--- config.mk ---
export PLATFORM = sky130hd
export DESIGN_NAME = ram_line_bridge
export DESIGN_NICKNAME = d
export VERILOG_FILES = /design/src/rtl/ram_line_bridge_pkg.sv /design/src/rtl/ram_line_bridge_beat_ctr.sv /design/src/rtl/ram_line_bridge.sv
export SDC_FILE = /design/constraint.sdc
export NUM_CORES = 1
export LEC_CHECK = 0
export CORE_MARGIN = 4
export CORE_UTILIZATION = 35
export DETAILED_ROUTE_END_ITERATION = 8
export PLACE_DENSITY = 0.64
export SYNTH_ARGS = -nofsm -noshare
export SYNTH_HDL_FRONTEND = slang
export SYNTH_HIERARCHICAL = 1
export SYNTH_SLANG_ARGS = --single-unit
--- constraint.sdc ---
create_clock -name clk -period 11.05 [get_ports clk]
set_input_delay 2.21 -clock clk [delete_from_list [all_inputs] [get_ports clk]]
set_output_delay 2.21 -clock clk [all_outputs]
set_load 0.03 [all_outputs]
--- src/rtl/ram_line_bridge_pkg.sv ---
// Shared cache-side definitions for the RAM line bridge: FSM encoding, default widths,
// ram_rnw encoding and the beat-index width helper.
package ram_line_bridge_pkg;

    localparam int unsigned ADDR_W_DEF = 16;
    localparam int unsigned LINE_W_DEF = 64;
    localparam int unsigned MEM_DW_DEF = 16;

    localparam logic RAM_RD = 1'b1;
    localparam logic RAM_WR = 1'b0;

    typedef enum logic [2:0] {
        ST_IDLE      = 3'd0,
        ST_WR_BEAT   = 3'd1,
        ST_RD_REQ    = 3'd2,
        ST_RD_WAIT   = 3'd3,
        ST_ACK       = 3'd4,
        ST_WAIT_DROP = 3'd5
    } state_e;

    // Beat index width, never narrower than one bit.
    function automatic int unsigned beat_bits(input int unsigned beats);
        return (beats > 1) ? $clog2(beats) : 1;
    endfunction

endpackage

--- src/rtl/ram_line_bridge_beat_ctr.sv ---
// Beat index for one line transfer, with a registered last-beat flag.
module ram_line_bridge_beat_ctr #(
    parameter int unsigned BEATS = 4,
    parameter int unsigned BW    = 2
) (
    input  logic          clk,
    input  logic          reset,
    input  logic          clr_i,
    input  logic          inc_i,
    output logic [BW-1:0] beat_o,
    output logic          last_o
);

    logic [BW-1:0] beat_q;
    logic          last_q;

    // last_q tracks (beat_q == BEATS-1) without a comparator on the output path.
    always_ff @(posedge clk or posedge reset) begin
        if (reset) begin
            beat_q <= '0;
            last_q <= (BEATS == 1);
        end else if (clr_i) begin
            beat_q <= '0;
            last_q <= (BEATS == 1);
        end else if (inc_i) begin
            beat_q <= beat_q + BW'(1);
            last_q <= ((32'(beat_q) + 32'd2) == BEATS);
        end
    end

    assign beat_o = beat_q;
    assign last_o = last_q;

endmodule

--- src/rtl/ram_line_bridge.sv ---
// Moves one cache line per ram_aval request over a narrow req/rdy memory bus.
// Optional per-beat stall timeout is enabled with the RAM_TIMEOUT_EN macro.
module ram_line_bridge
    import ram_line_bridge_pkg::*;
#(
    parameter int unsigned ADDR_W = ADDR_W_DEF,
    parameter int unsigned LINE_W = LINE_W_DEF,
    parameter int unsigned MEM_DW = MEM_DW_DEF
`ifdef RAM_TIMEOUT_EN
    ,
    parameter int unsigned TIMEOUT_CYC = 255
`endif
) (
    input  logic                           clk,
    input  logic                           reset,
    input  logic                           ram_aval,
    input  logic                           ram_rnw,
    input  logic [ADDR_W-1:0]              ram_addr,
    input  logic [LINE_W-1:0]              ram_wdata,
    output logic                           ram_ack,
    output logic [LINE_W-1:0]              ram_rdata,
    output logic                           ram_err,
    output logic                           busy,
    output logic                           mem_req,
    output logic                           mem_we,
    output logic [ADDR_W+beat_bits(LINE_W/MEM_DW)-1:0] mem_addr,
    output logic [MEM_DW-1:0]              mem_wdata,
    input  logic                           mem_rdy,
    input  logic                           mem_rvalid,
    input  logic [MEM_DW-1:0]              mem_rdata
);

    localparam int unsigned BEATS = LINE_W / MEM_DW;
    localparam int unsigned BW    = beat_bits(BEATS);
    localparam int unsigned MA_W  = ADDR_W + BW;

    state_e              state_q;
    logic [ADDR_W-1:0]   addr_q;
    logic [LINE_W-1:0]   line_q;
    logic [LINE_W-1:0]   rdata_q;
    logic                ack_q;
    logic                busy_q;
    logic                req_q;
    logic                we_q;
    logic [MA_W-1:0]     maddr_q;
    logic [MEM_DW-1:0]   wdata_q;

    logic [BW-1:0]       beat;
    logic [BW-1:0]       beat_nxt;
    logic                last;
    logic                beat_clr_c;
    logic                beat_inc_c;
    logic [LINE_W-1:0]   line_fill_c;

    ram_line_bridge_beat_ctr #(
        .BEATS (BEATS),
        .BW    (BW)
    ) u_beat_ctr (
        .clk    (clk),
        .reset  (reset),
        .clr_i  (beat_clr_c),
        .inc_i  (beat_inc_c),
        .beat_o (beat),
        .last_o (last)
    );

    assign beat_nxt = beat + BW'(1);

    always_comb begin
        beat_clr_c = (state_q == ST_IDLE) && ram_aval;
        beat_inc_c = !last && (((state_q == ST_WR_BEAT) && mem_rdy) ||
                               ((state_q == ST_RD_WAIT) && mem_rvalid));
    end

    // Line buffer with the returning read beat merged into its slice.
    always_comb begin
        line_fill_c = line_q;
        line_fill_c[32'(beat) * MEM_DW +: MEM_DW] = mem_rdata;
    end

`ifdef RAM_TIMEOUT_EN
    localparam int unsigned TW = $clog2(TIMEOUT_CYC + 1);

    logic [TW-1:0] tmo_q;
    logic          err_q;
    logic          active_c;
    logic          progress_c;

    always_comb begin
        active_c   = (state_q == ST_WR_BEAT) || (state_q == ST_RD_REQ) ||
                     (state_q == ST_RD_WAIT);
        progress_c = ((state_q == ST_WR_BEAT) && mem_rdy) ||
                     ((state_q == ST_RD_REQ)  && mem_rdy) ||
                     ((state_q == ST_RD_WAIT) && mem_rvalid);
    end
`endif

    always_ff @(posedge clk or posedge reset) begin
        if (reset) begin
            state_q <= ST_IDLE;
            addr_q  <= '0;
            line_q  <= '0;
            rdata_q <= '0;
            ack_q   <= 1'b0;
            busy_q  <= 1'b0;
            req_q   <= 1'b0;
            we_q    <= 1'b0;
            maddr_q <= '0;
            wdata_q <= '0;
`ifdef RAM_TIMEOUT_EN
            tmo_q   <= '0;
            err_q   <= 1'b0;
`endif
        end else begin
            ack_q <= 1'b0;
`ifdef RAM_TIMEOUT_EN
            err_q <= 1'b0;
`endif
            case (state_q)
                ST_IDLE: begin
                    if (ram_aval) begin
                        addr_q  <= ram_addr;
                        busy_q  <= 1'b1;
                        req_q   <= 1'b1;
                        we_q    <= (ram_rnw == RAM_WR);
                        maddr_q <= {ram_addr, BW'(0)};
                        // Reads start from a zeroed buffer so unread beats return 0.
                        line_q  <= (ram_rnw == RAM_RD) ? '0 : ram_wdata;
                        wdata_q <= (ram_rnw == RAM_RD) ? '0 : ram_wdata[MEM_DW-1:0];
                        state_q <= (ram_rnw == RAM_RD) ? ST_RD_REQ : ST_WR_BEAT;
`ifdef RAM_TIMEOUT_EN
                        tmo_q   <= '0;
`endif
                    end
                end
                ST_WR_BEAT: begin
                    if (mem_rdy) begin
                        if (last) begin
                            req_q   <= 1'b0;
                            we_q    <= 1'b0;
                            busy_q  <= 1'b0;
                            ack_q   <= 1'b1;
                            state_q <= ST_ACK;
                        end else begin
                            maddr_q <= {addr_q, beat_nxt};
                            wdata_q <= line_q[32'(beat_nxt) * MEM_DW +: MEM_DW];
                        end
                    end
                end
                ST_RD_REQ: begin
                    if (mem_rdy) begin
                        req_q   <= 1'b0;
                        state_q <= ST_RD_WAIT;
                    end
                end
                ST_RD_WAIT: begin
                    if (mem_rvalid) begin
                        line_q <= line_fill_c;
                        if (last) begin
                            rdata_q <= line_fill_c;
                            busy_q  <= 1'b0;
                            ack_q   <= 1'b1;
                            state_q <= ST_ACK;
                        end else begin
                            req_q   <= 1'b1;
                            maddr_q <= {addr_q, beat_nxt};
                            state_q <= ST_RD_REQ;
                        end
                    end
                end
                ST_ACK: begin
                    state_q <= ST_WAIT_DROP;
                end
                ST_WAIT_DROP: begin
                    if (!ram_aval) begin
                        state_q <= ST_IDLE;
                    end
                end
                default: begin
                    state_q <= ST_IDLE;
                end
            endcase
`ifdef RAM_TIMEOUT_EN
            // Per-beat stall limit; abort overrides whatever the case above held.
            if (active_c) begin
                if (progress_c) begin
                    tmo_q <= '0;
                end else if (tmo_q == TW'(TIMEOUT_CYC - 1)) begin
                    tmo_q   <= '0;
                    req_q   <= 1'b0;
                    we_q    <= 1'b0;
                    busy_q  <= 1'b0;
                    ack_q   <= 1'b1;
                    err_q   <= 1'b1;
                    state_q <= ST_ACK;
                    if (state_q != ST_WR_BEAT) begin
                        rdata_q <= line_q;
                    end
                end else begin
                    tmo_q <= tmo_q + TW'(1);
                end
            end
`endif
        end
    end

    assign ram_ack   = ack_q;
    assign ram_rdata = rdata_q;
    assign busy      = busy_q;
    assign mem_req   = req_q;
    assign mem_we    = we_q;
    assign mem_addr  = maddr_q;
    assign mem_wdata = wdata_q;
`ifdef RAM_TIMEOUT_EN
    assign ram_err   = err_q;
`else
    assign ram_err   = 1'b0;
`endif

endmodule

# [After elaboration in Yosys (flattened, before gate mapping)]
# Cells that the tools add are included.
[totals] ff_bits=188 out_inout_bits=103 elab_cells=98
[op_classes] addsub=3 n_eq_ne=14 shift=3 muxes=45 bitwise=1 reduce_logical=20
[op_table] operator="two-way mux 64 bit" count=3
[op_table] operator="one-hot mux 64 bit (2 select lines)" count=1
[op_table] operator="two-way mux 18 bit" count=4
[op_table] operator="bitwise mux 64 bit" count=1
[op_table] operator="two-way mux 16 bit" count=4
[op_table] operator="variable shift 16 x 34 -> 64 bit, first input constant" count=1
[op_table] operator="variable part select 16 x 34 -> 64 bit" count=1
[op_table] operator="variable part select 64 x 7 -> 16 bit" count=1
[op_table] operator="one-hot mux 18 bit (3 select lines)" count=1
[op_table] operator="negation 6 -> 34 bit" count=1
[op_table] operator="== test 32 x 3 -> 1 bit, second input constant" count=1
[op_table] operator="one-hot mux 16 bit (2 select lines)" count=1
[op_table] operator="two-way mux 3 bit" count=7
[op_table] operator="one-hot mux 3 bit (6 select lines)" count=1
[op_table] operator="two-way mux 1 bit" count=15
[op_table] operator="inequality test 2 bit, second input constant" count=7
[op_table] operator="AND reduction 4 bit" count=3
[op_table] operator="AND reduction 7 bit" count=1
[op_table] operator="== test 3 x 2 -> 1 bit, second input constant" count=2
[op_table] operator="== test 3 bit, second input constant" count=2
[op_table] operator="two-way mux 2 bit" count=3
[op_table] operator="AND reduction 3 bit" count=2
[op_table] operator="AND reduction 6 bit" count=1
[op_table] operator="nonzero test 2 bit" count=3
[op_table] operator="15 further kinds" count=19

# [Depth between registers and ports, before layout]
[logic_depth] ltp_word=6 depth_mapped=11

# [Modules after synthesis]
# The synthesis kept the hierarchy.
[modules_own_cells] module="ram_line_bridge" n_inst=1 cells_each=926 area_per_inst_um2=9103.7
[modules_own_cells] module="ram_line_bridge_beat_ctr" n_inst=1 cells_each=12 area_per_inst_um2=132.6

# [Worst setup path after synthesis]
# OpenSTA, ideal clock, no wires.
[synth_timing] path_kind="input-to-reg" from="in ram_aval" to="reg line_q[0]" setup_time_ns=0.125 t_arrival_ns=3.424 required_ns=10.925 slack_ns=7.501 path_stages=5 n_path_buf=2 cell_sequence="or3b_1 -> buf_6 -> a21oi_4 -> buf_2 -> mux2_2"
[synth_between] elab_chain_len=2
[synth_lines] item="from (decl)" line="ram_line_bridge.sv:16" text="input logic ram_aval,"
[synth_lines] item="inequality test 2 bit (no source line)"
[synth_lines] item="AND reduction 3 bit (no source line)"
[synth_lines] item="to (signal assigned)" line="ram_line_bridge.sv:128" text="line_q <= (ram_rnw == RAM_RD) ? '0 : ram_wdata;"
[synth_lines] item="to (signal assigned)" line="ram_line_bridge.sv:158" text="line_q <= line_fill_c;"
[synth_lines] item="to (decl)" line="ram_line_bridge.sv:39" text="logic [LINE_W-1:0] line_q;"
# Every way passes these cells.
# A chain may end at the register's enable or synchronous reset.

# [Worst setup path in the final report]
[layout_timing] from="in ram_aval" to="reg maddr_q[12], in the netlist mem_addr[12]"
[layout_between] elab_chain_len=2
[layout_lines] item="inequality test 2 bit (no source line)"
[layout_lines] item="AND reduction 4 bit (no source line)"
[layout_lines] item="to (signal assigned)" line="ram_line_bridge.sv:126" text="maddr_q <= {ram_addr, BW'(0)};"
[layout_lines] item="to (signal assigned)" line="ram_line_bridge.sv:145" text="maddr_q <= {addr_q, beat_nxt};"
[layout_lines] item="to (signal assigned)" line="ram_line_bridge.sv:166" text="maddr_q <= {addr_q, beat_nxt};"
[layout_lines] item="to (decl)" line="ram_line_bridge.sv:45" text="logic [MA_W-1:0] maddr_q;"
# Every way passes these cells.

==> results by group <==
Clock tree
  – Clock Tree Buf Depth: 2
  – TritonCTS clock tree: yes
  – Clock-pin slew on the worst setup and hold paths: 0.07 ns
  – Clock Latency Late Sink: 0.44 ns
  – Clock root cell: clkbuf_16
  – Post-CTS Setup Inserts: 0
  – Hold buffer count at CTS: 0
  – Num CTS Buffers: 17
  – CTS Sinks: 188
  – Htree depth: 4
  – # resized after CTS: 0

Synthesis
  – Seq/Total Area, Yosys: 0.5093
  – Post-synthesis cell type count: 53
  – Largest family of logic cells by synthesized area: compound AO/OA/AOI/OAI gates
  – EDFF count, synth: 0
  – Multiplexer share of the synthesized area: 0.07058
  – Synth Area in Adders: 0.008128
  – Synthesized area per cell: 9.847 um^2
  – Asr flop ratio synth: 1.000
  – Net Count, Synth: 1,046
  – Post-Syn Instances: 938
  – Synthesized flop and latch total: 188
  – Post-synthesis compound-gate area fraction: 0.1909
  – Post-synthesis simple-gate area fraction: 0.1720
  – Ys flop type: dfrtp_1
  – Mapped Area: 9236 um^2
  – Synth Area in XOR/XNOR: 0.0009483
  – Synth warnings: 6

Pwr
  – Clock network power share: 0.172
  – Pwr dens: 325.2 nW/um^2
  – Sw Pwr: 1724 uW
  – Design Power: 3920 uW
  – Leakage: 0.005113 uW
  – Switching share of power: 0.4398
  – Maximum VDD drop: 0.1315 mV
  – Power Internal: 2196 uW
  – Sequential share of power: 0.317
  – Combinational share of power: 0.512

Outcome
  – Outcome: completed

Critical path
  – Reg2Reg Depth: 6
  – Critical Path Source Type: input pin
  – CP Max Fanout: 38
  – Critical path type: input pin to register
  – R2r setup slk: 7.74 ns
  – R2r endpoint: line_q[44]
  – Worst Path Arrival: 4.98 ns
  – Crit path from: ram_aval
  – CP required: 11.34 ns
  – Critical path endpoint: mem_addr[12]
  – Worst reg2reg path startpoint: u_beat_ctr/beat_o[1]
  – CP endpoint kind: register

Floorplan
  – Die width: 170.5 um
  – Ports: 205
  – Core area: 25,980 um^2
  – Die Y-Extent: 170.5 um
  – Cell Rows: 59
  – Starting Density: 0.3555
  – Die footprint: 29,050 um^2

Detailed routing
  – DR WL/cell: 20.95 um
  – Total iterations of the first detailed-routing run: 5
  – DR vias: 7,934
  – WL final: 30.13 mm
  – Starting DRT DRC Count: 846
  – Avg Vias per Cell: 5.517
  – Antenna Nets Post-Route: 0
  – Drc violations: 0

Cells and area
  – Most common cell after layout, fill and taps aside: clkdlybuf4s50_1
  – # fillers: 2,456
  – Commonest cells after routing, fill and taps aside: clkdlybuf4s50_1 (203), dfrtp_1 (188), nand2_1 (158)
  – Multi-input logic area: 4115 um^2
  – Antenna Cells: 0
  – Final non-filler cell total: 1,438
  – Nets: 1,198
  – Share of cells above drive strength 1: 0.08250
  – FF/Latch Area: 4705 um^2
  – Area delta synth->final: 30.49%

Place
  – IO Port Bufs: 203
  – Final GP Congestion: 0.8414
  – Total placed cells including tap cells: 1,406
  – Post-DP HPWL: 20.39 mm

Timing
  – Fmax: 213.2 MHz
  – Worst slew pin tran: 1.237 ns
  – Final setup viols: 0
  – Final number of hold-violating endpoints: 0
  – Hold WS: 0.4713 ns
  – Setup TNS: 0 ns
  – Fin crit period: 4.690 ns
  – Slew margin rel.: 0.1743
  – RSZ-0062 raised after global routing: false
  – Final period utilization: 0.4244
  – Worst Clk Skew: 0.01656 ns
  – Slew Limit Fails: 0

Hold path
  – Hold Path Stages: 2
  – Worst min-delay path class: register to register
  – Hold Startpoint: addr_q[9]

Global routing
  – Vias in the first global route: 7,860
  – Gr usage total: 0.2060
  – First-pass GRT wire length: 46.67 mm
  – Largest net degree at the start of global routing: 120
  – Grt ovf: 0
  – Initial antenna violation count: 2

Run
  – Max cap viols: 0
==> metal layers <==
| metal | routed length, um | share of wire | track usage | up-vias |
|---|---|---|---|---|
| met5 | 28 | 0.00093 | 0 | - |
| met4 | 580 | 0.019 | 0.05000 | 4 |
| met3 | 2625 | 0.087 | 0.05389 | 41 |
| met2 | 13830 | 0.46 | 0.3143 | 381 |
| met1 | 13070 | 0.43 | 0.2947 | 3862 |
| li1 | - | - | - | 3646 |
==> through the flow <==
| stage | worst slack (ns) | cell area [um^2] | utilization |
|---|---|---|---|
| floorplan | 3.811 | 9236 | - |
| global placement | 5.962 | 11410 | 0.4390 |
| finish | 6.360 | 12050 | 0.4638 |
| CTS | 6.355 | 12050 | 0.4638 |
| global route | 6.156 | 12050 | 0.4638 |
| detailed placement | 5.893 | 11410 | 0.4390 |
==> cells by family (layout without fill, tap and decap cells) <==
logic type,after synthesis,count (layout)
other,1,1
XOR/XNOR,1,1
AO/OA/AOI/OAI,261,261
adder cells (fa/ha/maj),6,6
AND/OR/NAND/NOR,342,342
flip-flops,188,188
multiplexers,42,42
buffers and inverters,97,262
==> flip-flops by register name, indices dropped and copies added (netlist names) <==
signal and count:
line_q 64, ram_rdata 64, mem_addr 18, addr_q 16, mem_wdata 16, state_q 3
u_beat_ctr/beat_o 2, busy 1, mem_req 1, mem_we 1, ram_ack 1, u_beat_ctr/last_o 1
==> critical path, cell delays in order <==
cell             delay [ns]
clkdlybuf4s50_1        0.55
or4b_2                 0.59
buf_4                  0.31
inv_1                  0.61
nor2_1                 0.45
o2bb2ai_1              0.24
==> synth_stat cells (2+ instances only) <==
cell	number	share of area
a21o_1	13	0.011
a21oi_1	54	0.029
a221oi_1	9	0.0085
a222oi_1	7	0.0076
a22o_1	9	0.0085
a22oi_1	24	0.020
a31oi_1	8	0.0054
a32oi_1	24	0.023
and3_1	4	0.0027
and3b_1	4	0.0038
and4b_1	2	0.0022
buf_1	3	0.0012
buf_2	13	0.0070
buf_4	6	0.0049
buf_6	5	0.0061
clkbuf_1	51	0.021
dfrtp_1	188	0.51
ha_1	6	0.0081
inv_1	18	0.0073
mux2_2	25	0.030
mux4_2	16	0.039
nand2_1	158	0.064
nand2b_1	3	0.0020
nand3_1	9	0.0049
nand4_1	10	0.0068
nor2_1	84	0.034
nor2b_1	41	0.028
nor3b_1	18	0.015
nor4bb_1	2	0.0022
o21ai_0	62	0.034
o22a_1	10	0.0095
o22ai_1	16	0.011
o2bb2ai_1	16	0.015
==> how the worst min path moves through the flow <==
stage | endpoint | slack, ns
after CTS | addr_q[9] | 0.47
final | addr_q[9] | 0.47
after floorplan | addr_q[0] | 0.44
after global routing | addr_q[9] | 0.50
after detailed placement | addr_q[15] | 0.46
after global placement | addr_q[3] | 0.45
==> area by class of cell <==
| cell class | instances | area share |
|---|---|---|
| tap | 335 | 0.03478 |
| clock buffer | 17 | 0.03530 |
| sequential | 188 | 0.3903 |
| inverter | 19 | 0.006332 |
| clock inverter | 15 | 0.01827 |
| timing repair buffer | 211 | 0.1736 |
| multi-input combinational | 653 | 0.3414 |
==> power by group through the flow <==
| stage | Sequential [uW] | Clock (uW) | Combinational [uW] |
|---|---|---|---|
| floorplan | 1480 | 0 | 1050 |
| global placement | 1240 | 0 | 1980 |
| detailed placement | 1250 | 0 | 2000 |
| CTS | 1240 | 683 | 2010 |
| global route | 1280 | 714 | 2160 |
| finish | 1240 | 673 | 2010 |
Power figures use the tool's default switching activity.
